### config.mk
export PLATFORM = sky130hd
export DESIGN_NAME = apb_master_arb
export DESIGN_NICKNAME = d
export VERILOG_FILES = /design/src/rtl/apb_master_arb.sv
export SDC_FILE = /design/constraint.sdc
export NUM_CORES = 1
export LEC_CHECK = 0
export ABC_CLOCK_PERIOD_IN_PS = 2400
export BUFFER_PORTS_ARGS = -buffer_cell sky130_fd_sc_hd__buf_2
export CAP_MARGIN = 40
export CORE_UTILIZATION = 45
export DETAILED_ROUTE_END_ITERATION = 10
export PLACE_DENSITY = 0.8
export RECOVER_POWER = 100
export SYNTH_ARGS = -nofsm -noshare
export SYNTH_HDL_FRONTEND = slang
export SYNTH_SLANG_ARGS = --single-unit
### constraint.sdc
create_clock -name clk -period 2.4 [get_ports clk]
set_clock_uncertainty 0.1 [all_clocks]
set_input_delay 0.24 -clock clk [delete_from_list [all_inputs] [get_ports clk]]
set_output_delay 0.24 -clock clk [all_outputs]
set_load 0.01 [all_outputs]
### src/rtl/apb_master_arb.sv
// Two-requester APB4 master: round-robin arbitration, SETUP/ACCESS sequencing,
// wait-state timeout, and per-port one-cycle response pulses.
module apb_master_arb #(
    parameter int TIMEOUT = 16
) (
    input  logic        clk,
    input  logic        preset_n,
    input  logic        req0_valid,
    output logic        req0_ready,
    input  logic        req0_write,
    input  logic [11:0] req0_addr,
    input  logic [31:0] req0_wdata,
    input  logic [3:0]  req0_strb,
    output logic        rsp0_valid,
    output logic [31:0] rsp0_rdata,
    output logic        rsp0_err,
    input  logic        req1_valid,
    output logic        req1_ready,
    input  logic        req1_write,
    input  logic [11:0] req1_addr,
    input  logic [31:0] req1_wdata,
    input  logic [3:0]  req1_strb,
    output logic        rsp1_valid,
    output logic [31:0] rsp1_rdata,
    output logic        rsp1_err,
    output logic        psel,
    output logic        penable,
    output logic        pwrite,
    output logic [11:0] paddr,
    output logic [31:0] pwdata,
    output logic [3:0]  pstrb,
    input  logic [31:0] prdata,
    input  logic        pready,
    input  logic        pslverr
);

    localparam logic [1:0] ST_IDLE   = 2'd0;
    localparam logic [1:0] ST_SETUP  = 2'd1;
    localparam logic [1:0] ST_ACCESS = 2'd2;
    localparam logic [7:0] LP_WAIT_MAX = 8'(TIMEOUT - 1);

    logic [1:0]  r_state;
    logic        r_last_grant;
    logic        r_grant;
    logic [7:0]  r_wait_cnt;
    logic        r_psel, r_penable, r_pwrite;
    logic [11:0] r_paddr;
    logic [31:0] r_pwdata;
    logic [3:0]  r_pstrb;
    logic        r_rsp0_valid, r_rsp0_err, r_rsp1_valid, r_rsp1_err;
    logic [31:0] r_rsp0_rdata, r_rsp1_rdata;

    logic        w_accept;
    logic        w_grant_idx;
    logic        w_sel_write;
    logic [11:0] w_sel_addr;
    logic [31:0] w_sel_wdata;
    logic [3:0]  w_sel_strb;
    logic        w_done;
    logic        w_rsp_err;
    logic [31:0] w_rsp_rdata;

    // Ready is gated by reset so nothing is accepted while preset_n is low.
    assign w_accept    = preset_n && (r_state == ST_IDLE) && (req0_valid || req1_valid);
    assign w_grant_idx = (req0_valid && req1_valid) ? ~r_last_grant : req1_valid;
    assign req0_ready  = w_accept && !w_grant_idx;
    assign req1_ready  = w_accept &&  w_grant_idx;

    assign w_sel_write = w_grant_idx ? req1_write : req0_write;
    assign w_sel_addr  = w_grant_idx ? req1_addr  : req0_addr;
    assign w_sel_wdata = w_grant_idx ? req1_wdata : req0_wdata;
    assign w_sel_strb  = w_grant_idx ? req1_strb  : req0_strb;

    // A transfer ends on pready or when the final permitted wait cycle also stalls.
    assign w_done      = pready || (r_wait_cnt == LP_WAIT_MAX);
    assign w_rsp_err   = pready ? pslverr : 1'b1;
    assign w_rsp_rdata = (pready && !r_pwrite) ? prdata : 32'd0;

    // NOTE: all state below uses non-blocking assignments so every register
    // samples pre-edge values; blocking here would create order-dependent races.
    always_ff @(posedge clk) begin
        if (!preset_n) begin
            r_state      <= ST_IDLE;
            r_last_grant <= 1'b1;
            r_grant      <= 1'b0;
            r_wait_cnt   <= 8'd0;
            r_psel       <= 1'b0;
            r_penable    <= 1'b0;
            r_pwrite     <= 1'b0;
            r_paddr      <= 12'd0;
            r_pwdata     <= 32'd0;
            r_pstrb      <= 4'd0;
            r_rsp0_valid <= 1'b0;
            r_rsp0_err   <= 1'b0;
            r_rsp0_rdata <= 32'd0;
            r_rsp1_valid <= 1'b0;
            r_rsp1_err   <= 1'b0;
            r_rsp1_rdata <= 32'd0;
        end else begin
            r_rsp0_valid <= 1'b0;
            r_rsp1_valid <= 1'b0;
            case (r_state)
                ST_IDLE: begin
                    if (w_accept) begin
                        r_grant      <= w_grant_idx;
                        r_last_grant <= w_grant_idx;
                        r_pwrite     <= w_sel_write;
                        r_paddr      <= w_sel_addr;
                        r_pwdata     <= w_sel_write ? w_sel_wdata : 32'd0;
                        r_pstrb      <= w_sel_write ? w_sel_strb  : 4'd0;
                        r_psel       <= 1'b1;
                        r_wait_cnt   <= 8'd0;
                        r_state      <= ST_SETUP;
                    end
                end
                ST_SETUP: begin
                    r_penable  <= 1'b1;
                    r_wait_cnt <= 8'd0;
                    r_state    <= ST_ACCESS;
                end
                ST_ACCESS: begin
                    if (w_done) begin
                        r_psel    <= 1'b0;
                        r_penable <= 1'b0;
                        r_state   <= ST_IDLE;
                        if (r_grant) begin
                            r_rsp1_valid <= 1'b1;
                            r_rsp1_err   <= w_rsp_err;
                            r_rsp1_rdata <= w_rsp_rdata;
                        end else begin
                            r_rsp0_valid <= 1'b1;
                            r_rsp0_err   <= w_rsp_err;
                            r_rsp0_rdata <= w_rsp_rdata;
                        end
                    end else begin
                        r_wait_cnt <= r_wait_cnt + 8'd1;
                    end
                end
                default: begin
                    r_psel    <= 1'b0;
                    r_penable <= 1'b0;
                    r_state   <= ST_IDLE;
                end
            endcase
        end
    end

    assign psel       = r_psel;
    assign penable    = r_penable;
    assign pwrite     = r_pwrite;
    assign paddr      = r_paddr;
    assign pwdata     = r_pwdata;
    assign pstrb      = r_pstrb;
    assign rsp0_valid = r_rsp0_valid;
    assign rsp0_err   = r_rsp0_err;
    assign rsp0_rdata = r_rsp0_rdata;
    assign rsp1_valid = r_rsp1_valid;
    assign rsp1_err   = r_rsp1_err;
    assign rsp1_rdata = r_rsp1_rdata;

endmodule
# Word level (Yosys, flattened, before mapping)
# Index checks and enable logic that the tools add are counted.
dict set report word_totals {
  register_bits 131
  inputBits 136
  out_inout_bits 121
  wordCells 68
}
dict set report classes {
  addsub 1
  n_eq_ne 6
  n_mux 21
  bitwise_logic 4
  reduce_logical 20
}
# cell n
set op_table {}
lappend op_table {{$mux W32} 3}
lappend op_table {{$pmux W8 S3} 1}
lappend op_table {{$mux W8} 2}
lappend op_table {{$reduce_and A3 Y1} 5}
lappend op_table {{$mux W12} 1}
lappend op_table {{$add A8 B1 Y8 const B} 1}
lappend op_table {{$eq A8 B4 Y1 const B} 1}
lappend op_table {{$mux W4} 2}
lappend op_table {{$mux W1} 7}
lappend op_table {{$logic_and A1 B1 Y1} 6}
lappend op_table {{$ne A2 B2 Y1 const B} 3}
lappend op_table {{$pmux W1 S3} 2}
lappend op_table {{$pmux W2 S3} 1}
lappend op_table {{$reduce_and A2 Y1} 3}
lappend op_table {{$mux W2} 2}
lappend op_table {{$not A1 Y1} 4}
lappend op_table {{$reduce_bool A3 Y1} 1}
lappend op_table {{$eq A2 B1 Y1 const B} 1}
lappend op_table {{$eq A2 B2 Y1 const B} 1}
lappend op_table {{$logic_not A1 Y1} 2}
lappend op_table {{$logic_not A2 Y1} 1}
lappend op_table {{$logic_or A1 B1 Y1} 2}

# Longest topological paths before layout
dict set report depth {
  depth_word 5
  depth_mapped 7
  mapped_depth_nobuf 5
}

# Worst setup path before layout
# No wires, ideal clock.
dict set report synth_path {
  kind {register to register}
  start {register r_wait_cnt[5]}
  end {register r_rsp1_rdata[10], in the netlist rsp1_rdata[10]}
  setup_ps 117
  arrival_time_ps 1632
  t_required_ps 2183
  setup_slack_ps 551
  stages_incl_launch_ff 7
  n_path_buf 2
  synth_period_minus_slack_ps 1849
  cell_sequence {dfxtp_1 > buf_6 > or4_4 > o21bai_4 > a31oi_4 > buf_6 > a32o_1}
}
dict set report synth_via {
  elab_chain_cells 3
}
# element line_no
set synth_rtl {}
lappend synth_rtl {{from (decl)} 45} ;# logic [7:0] r_wait_cnt;
lappend synth_rtl {{from (signal assigned)} 136} ;# r_wait_cnt <= r_wait_cnt + 8'd1;
lappend synth_rtl {{$eq A8 B4 Y1} 75} ;# assign w_done = pready || (r_wait_cnt == LP_WAIT_MAX);
lappend synth_rtl {{$logic_or A1 B1 Y1} 75}
lappend synth_rtl {{$reduce_and A3 Y1 (no source line)} n/a}
lappend synth_rtl {{to (signal assigned)} 129} ;# r_rsp1_rdata <= w_rsp_rdata;
lappend synth_rtl {{to (decl)} 51} ;# logic [31:0] r_rsp0_rdata, r_rsp1_rdata;
# Every way passes these cells.
# A chain may end at the register's enable or synchronous reset.

# Worst setup path in the final report
dict set report layout_path {
  start {input preset_n}
  end {output req1_ready}
}
dict set report layout_via {
  elab_chain_cells 3
}
# element line_no
set layout_rtl {}
lappend layout_rtl {{from (decl)} 7} ;# input logic preset_n,
lappend layout_rtl {{$logic_and A1 B1 Y1 (2 in series)} 64} ;# assign w_accept = preset_n && (r_state == ST_IDLE) && (req0_valid || req1_valid);
lappend layout_rtl {{$logic_and A1 B1 Y1} 67} ;# assign req1_ready = w_accept && w_grant_idx;
lappend layout_rtl {{to (decl)} 18} ;# output logic req1_ready,
# Every way passes these cells.

==> results.py <==
metrics = {
    "outcome": {
        "status": "complete, no violations",
    },
    "logic_synthesis": {
        "ys_ff_latch": 131,
        "synthCells": 427,
        "synth.net_count": 564,
        "avgSynthCellArea_um2": 11.6,
        "synth_edf_count": 0,
        "synth_largest_type_area_fraction_pct": 53.0,
        "ys_types": 45,
        "synth_area_um2": 4950,
        "ys.flop_type": "dfxtp_1",
        "synth_common_cells": "dfxtp_1, a32o_1, mux2i_1",
        "async_flop_share_pct": 0,
        "yosysMostFrequentCell": "dfxtp_1",
        "synth_top_cell_by_area": "dfxtp_1",
        "ys_top_cells_by_area": "dfxtp_1, a32o_1, mux2i_1, o2bb2ai_1, a211oi_1",
        "synth.yosys.seq_area_share_pct": 53.0,
        "yosys_warnings": 0,
    },
    "sta": {
        "finalHoldViolations": 0,
        "setup_viol": 0,
        "min_period_ns": 2.23,
        "period_share_pct": 93.1,
        "maxSlewHeadroom_pct": 37.9,
        "fmax_ghz": 0.448,
        "setup_slack_ns": 0.167,
        "rsz0062_at_grt": "no",
        "worst_slew_pin_slew_ns": 0.932,
        "slew_viol_final": 0,
        "finalSetupTns_ns": 0,
    },
    "cts": {
        "clock_latency_ns": 0.50,
        "root_buffer": "clkbuf_8",
        "clk_pin_slew_ns": 0.06,
        "clk_path_buf_depth": 2,
        "cts_buffers": 17,
        "cts_tree": "done",
        "h-tree-depth": 4,
        "clock_sinks": 131,
    },
    "placed_design": {
        "place.gp.congestion": 0.873,
        "hpwlAfterDp_um": 10000,
        "place_ws_ns": 0.277,
        "io_buffers": 256,
        "dpl.cell_count": 788,
    },
    "finish": {
        "regArea_um2": 2620,
        "fill_cells": 703,
        "area_delta_synth_final_pct": 61.8,
        "multi_input_area_um2": 2130,
        "nets": 933,
        "drive_above_1_share_pct": 23.7,
        "fin_util_pct": 76.2,
        "stdcell_count": 952,
    },
    "critical_path": {
        "crit_fanout": 16,
        "crit_arrival_ns": 1.89,
        "cp-end-kind": "output pin",
        "worstSetupPathType": "in -> out",
        "cp.required_ns": 2.06,
        "critPathLaunchType": "input port",
    },
    "die": {
        "die_y_um": 107,
        "core_region_area_um2": 10500,
        "die_area_um2": 11400,
        "io_pins": 257,
        "start_util_pct": 47.1,
        "num_rows": 37,
        "die_x_um": 107,
    },
    "power_and_ir_drop": {
        "irDropWorstVdd_mv": 0.476,
        "switching_share_pct": 24.9,
        "p_leak_nw": 3.22,
        "comb_power_share_pct": 14.3,
        "power_density_nw_per_um2": 727,
        "power.internal_mw": 4.38,
        "p_seq_share_pct": 40.2,
        "pwr-share-clk_pct": 45.5,
        "p_switching_mw": 1.45,
        "power_mw": 5.82,
    },
    "worst_hold_path": {
        "min_path_type": "in -> reg",
    },
    "drt": {
        "via_per_inst": 5.63,
        "firstDrtPassIters": 6,
        "drc_errors": 0,
        "drtAntennaViolNets": 0,
        "detail_route.wl_per_cell_um": 19.1,
        "dr_total_vias": 5361,
        "routed_wl_um": 18200,
        "drtIter0Drc": 372,
    },
    "global_route": {
        "grt_antenna_before_repair": 6,
        "grtUsageTotal_pct": 31.1,
        "grt_pass1_vias": 5463,
        "grt_pass1_wl_um": 27400,
        "grt_max_degree": 65,
        "grt.overflow.total": 0,
    },
    "run": {
        "cap_violations": 0,
    },
}
[what timing repair did]
action,CTS,global route
gates resized for setup,0,3
endpoints found under the setup margin,0,2
endpoints found under the hold margin,114,0
buffers inserted,0,0
hold buffers,125,0
[critical path: stages]
cell	delay, ns
dlygate4sd3_1	0.52
clkbuf_4	0.22
o21ai_0	0.14
or3_4	0.38
inv_2	0.10
nand2_1	0.09
inv_1	0.08
buf_2	0.12
[metal layers]
metal	wire length [um]	track usage [%]	up-vias	share of wire (%)
met3	1420	8.33	59	7.8
li1	-	-	2430	-
met4	821	19.6	0	4.5
met2	9180	54.3	316	51
met1	6740	33.3	2556	37
met5	0	0	-	0
[final timing paths]
kind,from,end,slack [ns],depth (start not counted)
worst max register to register,r_wait_cnt[5]$_SDFFE_PN0P_,rsp1_rdata[9]$_SDFFE_PN0P_,0.21,4
worst max-delay path,preset_n,req1_ready,0.17,8
worst min register to register,rsp0_rdata[5]$_SDFFE_PN0P_,rsp0_rdata[5]$_SDFFE_PN0P_,0.36,1
worst min-delay path,pready,rsp1_err$_SDFFE_PN0P_,0.05,4
[cell type report]
class / count / share of cell area [%]
diodes: 7 / 0.219
clock buffers: 18 / 5.22
clock inverters: 14 / 2.34
inverters: 4 / 0.187
multi-input cells: 253 / 26.6
flip-flops and latches: 131 / 32.7
well taps: 136 / 2.12
repair buffers: 389 / 30.6
[placed cells by master (no fill, tap or decap), types with 3 or more instances in the layout]
cell type and n:
buf_2 136, dfxtp_1 131, dlygate4sd3_1 125, clkbuf_1 121, a32o_1 64, mux2i_1 50, o2bb2ai_1 36, nor2_1 21
clkbuf_16 16, a211oi_1 12, nand2_1 10, diode_2 7, o21ai_0 7, nand3_1 5, clkinv_2 5, buf_4 5
nor3_1 4, a31o_2 4, clkinv_4 4, bufinv_16 4, nand2b_1 3, a31oi_1 3, a21oi_1 3
[state kept, by name (all words and copies together), names as in the netlist]
name,flops
pwdata,32
rsp0_rdata,32
rsp1_rdata,32
paddr,12
r_wait_cnt,8
pstrb,4
r_state,2
penable,1
psel,1
pwrite,1
r_grant,1
r_last_grant,1
rsp0_err,1
rsp0_valid,1
rsp1_err,1
rsp1_valid,1
[power groups by stage]
stage | logic, mW | registers, mW | clock network [mW]
after floorplan | 0.301 | 2.41 | 0
final | 0.833 | 2.34 | 2.65
after CTS | 0.810 | 2.33 | 2.66
after global routing | 0.883 | 2.35 | 2.79
after detailed placement | 0.617 | 2.37 | 0
after global placement | 0.600 | 2.37 | 0
[cells by family (layout without fill, tap and decap cells)]
family / Yosys count / after routing / synth area share, %
AO/OA/AOI/OAI: 143 / 143 / 26.1
flip-flops: 131 / 131 / 53.0
AND/OR/NAND/NOR: 58 / 58 / 5.74
multiplexers: 51 / 51 / 10.3
buffers and inverters: 43 / 425 / 4.58
adder cells (fa/ha/maj): 1 / 1 / 0.253
other: 0 / 7 / 0
[through the flow]
| step | instance area [um2] | hold WS (ns) |
|---|---|---|
| 4_1_cts | 8140 | 0.00786 |
| 3_3_place_gp | 6290 | 0.339 |
| 2_1_floorplan | 4950 | 0.294 |
| 6_report | 8010 | 0.0525 |
| 3_5_place_dp | 6290 | 0.341 |
| 5_1_grt | 8010 | 0.0584 |
No activity file was read; power rests on OpenSTA's default activity.
